<file path="config.mk">
export PLATFORM = sky130hd
export DESIGN_NAME = mem_request_arbiter
export DESIGN_NICKNAME = d
export VERILOG_FILES = /design/src/rtl/cpu_types_pkg.sv /design/src/rtl/arb_wdog.sv /design/src/rtl/mem_request_arbiter.sv
export SDC_FILE = /design/constraint.sdc
export NUM_CORES = 1
export LEC_CHECK = 0
export ABC_AREA = 1
export CORE_AREA = 2 2 106 108
export DETAILED_ROUTE_END_ITERATION = 12
export DIE_AREA = 0 0 108 110
export PLACE_DENSITY = 0.94
export SLEW_MARGIN = 10
export SYNTH_ARGS = -nofsm -noshare
export SYNTH_HDL_FRONTEND = slang
export SYNTH_SLANG_ARGS = --single-unit
</file>
<file path="constraint.sdc">
create_clock -name CLK -period 5.9 [get_ports CLK]
set_clock_uncertainty 0.05 [all_clocks]
set_input_delay 1.18 -clock CLK [delete_from_list [all_inputs] [get_ports CLK]]
set_output_delay 1.18 -clock CLK [all_outputs]
set_load 0.02 [all_outputs]
</file>
<file path="src/rtl/cpu_types_pkg.sv">
// Shared CPU-side types: machine word and the memory-arbiter state encoding.
package cpu_types_pkg;

    localparam int unsigned WordW = 32;

    typedef logic [WordW-1:0] word_t;

    typedef enum logic [1:0] {
        StIdle,
        StDacc,
        StIacc,
        StTurn
    } arb_state_t;

endpackage

</file>
<file path="src/rtl/arb_wdog.sv">
// Access watchdog: counts RAM wait cycles and flags expiry on the last allowed cycle.
module arb_wdog #(
    parameter int unsigned TIMEOUT = 16
) (
    input  logic CLK,
    input  logic RST,
    input  logic clr,
    input  logic tick,
    output logic expire
);

    localparam int unsigned CntW = (TIMEOUT > 2) ? $clog2(TIMEOUT) : 1;
    localparam logic [CntW-1:0] LastCnt = CntW'(TIMEOUT - 1);

    logic [CntW-1:0] cnt_q, cnt_d;

    assign expire = tick && (cnt_q == LastCnt);

    always_comb begin
        cnt_d = cnt_q;
        if (clr) begin
            cnt_d = '0;
        end else if (tick) begin
            cnt_d = cnt_q + 1'b1;
        end
    end

    always_ff @(posedge CLK or posedge RST) begin
        if (RST) begin
            cnt_q <= '0;
        end else begin
            cnt_q <= cnt_d;
        end
    end

endmodule

</file>
<file path="src/rtl/mem_request_arbiter.sv">
// Shares one single-ported RAM between instruction fetch and data load/store.
// Data wins over fetch; every access is followed by one bubble cycle.
module mem_request_arbiter
    import cpu_types_pkg::*;
#(
    parameter int unsigned ADDR_W  = 32,
    parameter int unsigned DATA_W  = 32,
    parameter int unsigned TIMEOUT = 16
) (
    input  logic              CLK,
    input  logic              RST,
    input  logic              iREN,
    input  logic [ADDR_W-1:0] iaddr,
    output logic              ihit,
    output logic [DATA_W-1:0] iload,
    input  logic              dREN,
    input  logic              dWEN,
    input  logic [ADDR_W-1:0] daddr,
    input  logic [DATA_W-1:0] dstore,
    output logic              dhit,
    output logic [DATA_W-1:0] dload,
    output logic              ramREN,
    output logic              ramWEN,
    output logic [ADDR_W-1:0] ramaddr,
    output logic [DATA_W-1:0] ramstore,
    input  logic [DATA_W-1:0] ramload,
    input  logic              ram_rdy,
    output logic              err
);

    arb_state_t        state_q, state_d;
    logic [ADDR_W-1:0] addr_q, addr_d;
    logic [DATA_W-1:0] data_q, data_d;
    logic              wen_q, wen_d;
    logic              err_q, err_d;
    logic              wd_clr, wd_tick, wd_expire;

    assign err = err_q;

    arb_wdog #(
        .TIMEOUT(TIMEOUT)
    ) u_wdog (
        .CLK   (CLK),
        .RST   (RST),
        .clr   (wd_clr),
        .tick  (wd_tick),
        .expire(wd_expire)
    );

    always_comb begin
        state_d  = state_q;
        addr_d   = addr_q;
        data_d   = data_q;
        wen_d    = wen_q;
        err_d    = err_q;
        ramREN   = 1'b0;
        ramWEN   = 1'b0;
        ramaddr  = '0;
        ramstore = '0;
        ihit     = 1'b0;
        iload    = '0;
        dhit     = 1'b0;
        dload    = '0;
        wd_clr   = 1'b1;
        wd_tick  = 1'b0;

        unique case (state_q)
            StIdle: begin
                if (dREN || dWEN) begin
                    state_d = StDacc;
                    addr_d  = daddr;
                    data_d  = dstore;
                    wen_d   = dWEN;
                end else if (iREN) begin
                    state_d = StIacc;
                    addr_d  = iaddr;
                    wen_d   = 1'b0;
                end
            end

            StDacc: begin
                wd_clr   = 1'b0;
                ramWEN   = wen_q;
                ramREN   = ~wen_q;
                ramaddr  = addr_q;
                ramstore = data_q;
                // A write captured with both enables high is withdrawn only by dWEN.
                if (wen_q ? !dWEN : !dREN) begin
                    state_d = StTurn;
                end else if (ram_rdy) begin
                    dhit    = 1'b1;
                    dload   = ramload;
                    state_d = StTurn;
                end else begin
                    wd_tick = 1'b1;
                    if (wd_expire) begin
                        err_d   = 1'b1;
                        state_d = StTurn;
                    end
                end
            end

            StIacc: begin
                wd_clr  = 1'b0;
                ramREN  = 1'b1;
                ramaddr = addr_q;
                if (!iREN) begin
                    state_d = StTurn;
                end else if (ram_rdy) begin
                    ihit    = 1'b1;
                    iload   = ramload;
                    state_d = StTurn;
                end else begin
                    wd_tick = 1'b1;
                    if (wd_expire) begin
                        err_d   = 1'b1;
                        state_d = StTurn;
                    end
                end
            end

            StTurn: begin
                state_d = StIdle;
            end

            default: begin
                state_d = StIdle;
            end
        endcase
    end

    always_ff @(posedge CLK or posedge RST) begin
        if (RST) begin
            state_q <= StIdle;
            addr_q  <= '0;
            data_q  <= '0;
            wen_q   <= 1'b0;
            err_q   <= 1'b0;
        end else begin
            state_q <= state_d;
            addr_q  <= addr_d;
            data_q  <= data_d;
            wen_q   <= wen_d;
            err_q   <= err_d;
        end
    end

endmodule

</file>
==> run_results.csv, run 1 <==
group,metric,value,unit
status,status,"finished, final reports clean",
setup_path,r2r_setup_slack,3.94,ns
sta,hold_viol_final,0,
sta,slew_violations,0,
clock_network,clockBufferDepth,2,
floorplanning,start_util,0.389,
clock_network,cts.clk_slew.worst_paths,0.07,ns
placement,preCtsSetupSlack,1.48,ns
floorplanning,die_w,108,um
clock_network,cts_root_buf,"clkbuf_8",
synthesis,netlist_area,0.00417,sq mm
route,wl_per_cell,13.7,um
sta,rsz0062_at_grt,"false",
pwr,finalPower,3.39,mW
sta,min_period_over_period,0.750,
min_path,worstHoldStart,"err",
floorplanning,ios,267,
cells_and_area,syn_to_final_growth,69.0,%
setup_path,end_kind,"output pin",
global_route,gr-usage-all-layers,0.217,
setup_path,worst_r2r_path_depth,11,
clock_network,cts_setup_buffers,0,
synthesis,synth-seq-cells,72,
route,detail-route-antenna-nets,0,
setup_path,reg2reg_to,"state_q[1]",
min_path,hold_class,"flip-flop to flip-flop",
setup_path,startpoint_type,"input pin",
route,drc,0,
placement,place_area,0.00686,sq mm
floorplanning,die_area,0.0119,sq mm
cells_and_area,layout_commonest_cell,"clkdlybuf4s50_1",
cells_and_area,stdcell_area,0.00704,sq mm
sta,fmax,0.226,GHz
pwr,powerDensity,481,mW/mm^2
cells_and_area,final_nets,951,
synthesis,yosysUniqueCellTypes,31,
clock_network,cts.sink_count,72,
pwr,power.leakage,3.49,nW
sta,finalSetupViolCount,0,
clock_network,ctsHoldBuffers,0,
sta,fin_setup_tns,0,ns
clock_network,htreeDepth,3,
placement,port_buffers,266,
global_route,grt_pass1_vias,4169,
synthesis,synth-edff-count,0,
synthesis,synth_cells,560,
route,finalWirelength,13200,um
clock_network,cts_tree,"built",
synthesis,syn_nets,699,
cells_and_area,mostFrequentLayoutCells,"266 x clkdlybuf4s50_1, 148 x nand2_1, 109 x inv_1, 99 x nor2_1, 72 x dfrtp_1",
synthesis,yosysSeqAreaShare,0.432,
setup_path,cp_data_arrival_time,3.20,ns
pwr,peakVddDrop,0.000277,V
route,drt_iter0_drc,276,
floorplanning,num_rows,38,
floorplanning,core,0.0107,sq mm
clock_network,cts_buffers,9,
sta,relSlewSlack,0.589,
synthesis,avgSynthCellArea,7.44,sq um
global_route,grt_max_degree,67,
cells_and_area,drive_above_1_share,0.0833,
setup_path,crit_required,4.67,ns
setup_path,crit_fanout,32,
floorplanning,die_h,110,um
global_route,grt_pass1_wl,20100,um
setup_path,r2r-start,"state_q[1]",
synthesis,synth_async_sr_flop_share,1.00,
route,vias,4361,
route,viasPerCell,4.55,
sta,min_period,4.43,ns
global_route,grt_overflow,0,
global_route,antenna_found_initial,1,
placement,hpwlAfterDp,10100,um
min_path,hold_depth,1,
clock_network,clock_latency,0.33,ns
clock_network,cts-resized-gates,0,
min_path,hold_end,"err",
run,drv_cap,0,
synthesis,ys_warn_count,0,
placement,gp_congestion,0.775,
sta,postLayoutSetupSlackWorst,1.47,ns
synthesis,ys.flop_type,"dfrtp_1",
route,first_pass_iters,7,
sta,worst_pin_slew,0.617,ns
setup_path,critPathKind,"input pin to output pin",
-- worst max path at each step --
stage	cells past startpoint	end	slack, ns	startpoint
final	8	dload[15]	1.47	dWEN
after global routing	8	dload[8]	1.37	dWEN
after CTS	8	dload[15]	1.48	dWEN
after detailed placement	8	dload[15]	1.48	dWEN
after global placement	8	dload[25]	1.59	dWEN
after floorplan	7	dload[10]	2.40	dWEN
-- sequential cells by signal, indices dropped and copies added (netlist names) --
register	count
addr_q	32
state_q	2
u_wdog.cnt_q	4
data_q	32
wen_q	1
err	1
-- routing by layer --
metal | global-route usage | vias to the layer above | share of wire
met5 | 0 | - | 0
met4 | 0.119 | 0 | 0.034
met3 | 0.0553 | 30 | 0.072
met2 | 0.407 | 175 | 0.54
met1 | 0.221 | 1979 | 0.36
li1 | - | 2177 | -
-- power breakdown --
group | leakage [nW] | internal [mW] | total [mW] | switching, mW
clock network | 0.0882 | 0.172 | 0.354 | 0.182
registers | 0.837 | 0.733 | 0.848 | 0.115
logic | 2.56 | 0.991 | 2.18 | 1.19
-- cells in the mapped netlist (2+ instances only) --
| cell | instances | area [sq um] |
|---|---|---|
| nand2_1 | 148 | 556 |
| inv_1 | 110 | 413 |
| nor2_1 | 99 | 372 |
| dfrtp_1 | 72 | 1800 |
| a31oi_1 | 32 | 200 |
| mux2_2 | 32 | 360 |
| clkbuf_1 | 11 | 41.3 |
| buf_2 | 7 | 35.0 |
| buf_6 | 6 | 67.6 |
| ha_1 | 5 | 62.6 |
| nand3_1 | 4 | 20.0 |
| buf_1 | 3 | 11.3 |
| buf_4 | 3 | 22.5 |
| inv_2 | 3 | 11.3 |
| nor3_2 | 3 | 30.0 |
| o21ai_0 | 3 | 15.0 |
| a21oi_1 | 2 | 10.0 |
| and3_1 | 2 | 12.5 |
| nand2_2 | 2 | 12.5 |
| nand3_2 | 2 | 20.0 |
-- cells by family after synthesis --
logic type	Yosys count	synth area share
compound gates	42	0.0646
xor+xnor	1	0.00210
fa+ha+maj	5	0.0150
buf+inv	144	0.146
flops	72	0.432
mux	32	0.0865
simple gates	264	0.253
-- cell type report --
| cell class | count | area, sq um |
|---|---|---|
| fillers | 885 | 3660 |
| repair buffers | 271 | 2700 |
| flip-flops and latches | 72 | 1800 |
| multi-input cells | 344 | 1760 |
| inverters | 114 | 430 |
| well taps | 140 | 175 |
| clock buffers | 12 | 155 |
| clock inverters | 3 | 17.5 |
| diodes | 2 | 5.00 |
-- critical path, cell delays in order --
cell and delay, ns:
clkdlybuf4s50_1 0.56, nand2_1 0.09, nand2_2 0.10, inv_1 0.06
nor3_2 0.15, inv_2 0.24, nor2_1 0.18, clkdlybuf4s50_1 0.63
-- metrics by stage --
step	std cells	hold WS, ns	util
after floorplan	560	0.410	-
after global placement	941	0.417	0.642
after detailed placement	941	0.422	0.642
after CTS	956	0.442	0.658
after global routing	956	0.464	0.658
final	958	0.439	0.658
Power figures use the tool's default switching activity.
==> run 2, diff against run 1 <==
--- a/config.mk
+++ b/config.mk
@@ -6,10 +6,10 @@
 export NUM_CORES = 1
 export LEC_CHECK = 0
 export ABC_AREA = 1
-export CORE_AREA = 2 2 106 108
+export CORE_AREA = 2 2 116 118
 export DETAILED_ROUTE_END_ITERATION = 12
-export DIE_AREA = 0 0 108 110
-export PLACE_DENSITY = 0.94
+export DIE_AREA = 0 0 118 120
+export PLACE_DENSITY = 0.85
 export SLEW_MARGIN = 10
 export SYNTH_ARGS = -nofsm -noshare
 export SYNTH_HDL_FRONTEND = slang
==> constraint.sdc (replaced) <==
create_clock -name CLK -period 3.9 [get_ports CLK]
set_clock_uncertainty 0.05 [all_clocks]
set_input_delay 0.78 -clock CLK [delete_from_list [all_inputs] [get_ports CLK]]
set_output_delay 0.78 -clock CLK [all_outputs]
set_load 0.02 [all_outputs]
==> run 2 against run 1 <==
Setup slack lost 1.2 ns. Critical endpoint is now iload[26]. Clock power grew 130%. Die area grew 19%. Sequential share of layout area shrank 0.66 points. Sequential power grew 52%. Critical path type unchanged. Utilization shrank 10 points. Design area grew 2.6%. Final cell count grew 3.8%. Power grew 60%. Via count shrank 0.16%.
==> run_results.csv, run 2 (synthesized netlist as in run 1, its figures left out) <==
group,metric,value,unit
status,status,"finished, final reports clean",
min_path,hold_depth,1,
sta,slew_violations,0,
route,drt_iter0_drc,129,
cells_and_area,drive_above_1_share,0.0856,
pwr,p_int,3.14,mW
placement,preCtsSetupSlack,0.240,ns
floorplanning,die_w,118,um
placement,port_buffers,266,
route,first_pass_iters,6,
pwr,power_switching,2.29,mW
setup_path,r2r_setup_slack,1.91,ns
global_route,grt_pass1_wl,21300,um
sta,hold_viol_final,0,
setup_path,end_kind,"output pin",
clock_network,cts_setup_buffers,0,
sta,finalSetupViolCount,0,
floorplanning,num_rows,42,
cells_and_area,diodes,0,
min_path,hold_end,"data_q[28]",
cells_and_area,final_nets,952,
min_path,hold_class,"flip-flop to flip-flop",
pwr,power_frac_clock,0.152,
route,wl_per_cell,13.7,um
pwr,power.leakage,3.56,nW
clock_network,ctsHoldBuffers,0,
clock_network,cts_buffers,9,
route,drc,0,
floorplanning,ios,267,
floorplanning,die_h,120,um
sta,relSlewSlack,0.513,
min_path,worstHoldStart,"data_q[28]",
sta,fin_setup_tns,0,ns
pwr,finalPower,5.43,mW
clock_network,htreeDepth,3,
route,viasPerCell,4.38,
global_route,antenna_found_initial,0,
global_route,grt_pass1_vias,4236,
clock_network,cts.clk_slew.worst_paths,0.05,ns
sta,rsz0062_at_grt,"false",
route,detail-route-antenna-nets,0,
run,drv_cap,0,
sta,min_period_over_period,0.932,
route,vias,4354,
sta,postLayoutSetupSlackWorst,0.266,ns
setup_path,critPathKind,"input pin to output pin",
clock_network,cts.sink_count,72,
clock_network,clockBufferDepth,2,
floorplanning,core,0.0130,sq mm
cells_and_area,syn_to_final_growth,73.5,%
clock_network,cts-resized-gates,0,
sta,fmax,0.275,GHz
clock_network,clock_latency,0.32,ns
pwr,peakVddDrop,0.000408,V
floorplanning,die_area,0.0142,sq mm
placement,hpwlAfterDp,10700,um
pwr,power_frac_seq,0.238,
setup_path,r2r-start,"state_q[0]",
pwr,switching_share,0.423,
setup_path,worst_r2r_path_depth,7,
route,finalWirelength,13600,um
placement,gp_congestion,0.828,
cells_and_area,mostFrequentLayoutCells,"266 x clkdlybuf4s50_1, 148 x nand2_1, 109 x inv_1, 99 x nor2_1, 72 x dfrtp_1",
setup_path,cp_data_arrival_time,2.80,ns
floorplanning,start_util,0.321,
cells_and_area,top_regs,"addr_q (32), data_q (32), u_wdog.cnt_q (4)",
clock_network,cts_root_buf,"clkbuf_16",
setup_path,crit_required,3.07,ns
setup_path,crit_fanout,32,
sta,min_period,3.63,ns
global_route,grt_overflow,0,
cells_and_area,layout_commonest_cell,"clkdlybuf4s50_1",
global_route,gr-usage-all-layers,0.189,
setup_path,reg2reg_to,"addr_q[6]",
setup_path,startpoint_type,"input pin",
pwr,combPwrFrac,0.610,
pwr,powerDensity,751,mW/mm^2
clock_network,cts_tree,"built",
global_route,grt_max_degree,41,
sta,worst_pin_slew,0.729,ns
run 2: critical path, stage by stage:
cell	delay [ns]
clkdlybuf4s50_1	0.54
inv_1	0.13
nor3_2	0.25
inv_2	0.24
nor2_1	0.22
clkdlybuf4s50_1	0.63
run 2: through the flow:
step / hold WS (ns) / instances / instance area [sq um] / util
after floorplan: 0.410 / 560 / 4170 / -
after global placement: 0.425 / 978 / 6930 / 0.534
after detailed placement: 0.443 / 978 / 6930 / 0.534
after CTS: 0.457 / 994 / 7230 / 0.557
after global routing: 0.467 / 994 / 7230 / 0.557
final: 0.453 / 994 / 7230 / 0.557
run 2: worst max path at each step:
stage,from,endpoint,slack [ns],cells after the start
floorplan,dWEN,dload[10],1.20,7
global placement,iREN,iload[26],0.31,6
detailed placement,ram_rdy,iload[26],0.24,6
CTS,ram_rdy,iload[26],0.23,6
global route,dWEN,dload[1],0.12,8
finish,ram_rdy,iload[26],0.27,6
run 2: final cells by class:
type                            count  area, sq um
Clock buffer                       11          243
Tap cell                          176          220
Clock inverter                      5         56.3
Timing Repair Buffer              272         2720
Inverter                          114          430
Fill cell                        1190         5750
Multi-Input combinational cell    344         1760
Sequential cell                    72         1800
run 2: power groups by stage:
stage / clock network [mW] / registers [mW] / logic (mW)
after floorplan: 0 / 1.25 / 1.98
after global placement: 0 / 1.28 / 3.28
after detailed placement: 0 / 1.30 / 3.33
after CTS: 0.841 / 1.29 / 3.35
after global routing: 0.882 / 1.34 / 3.58
final: 0.825 / 1.29 / 3.32
run 2: layer usage:
| metal | track usage | wire (um) | vias to the layer above | share of wire |
|---|---|---|---|---|
| li1 | - | - | 2175 | - |
| met5 | 0 | 0 | - | 0 |
| met1 | 0.196 | 5030 | 1994 | 0.37 |
| met3 | 0.0542 | 930 | 22 | 0.068 |
| met4 | 0.0693 | 305 | 0 | 0.022 |
| met2 | 0.362 | 7310 | 163 | 0.54 |
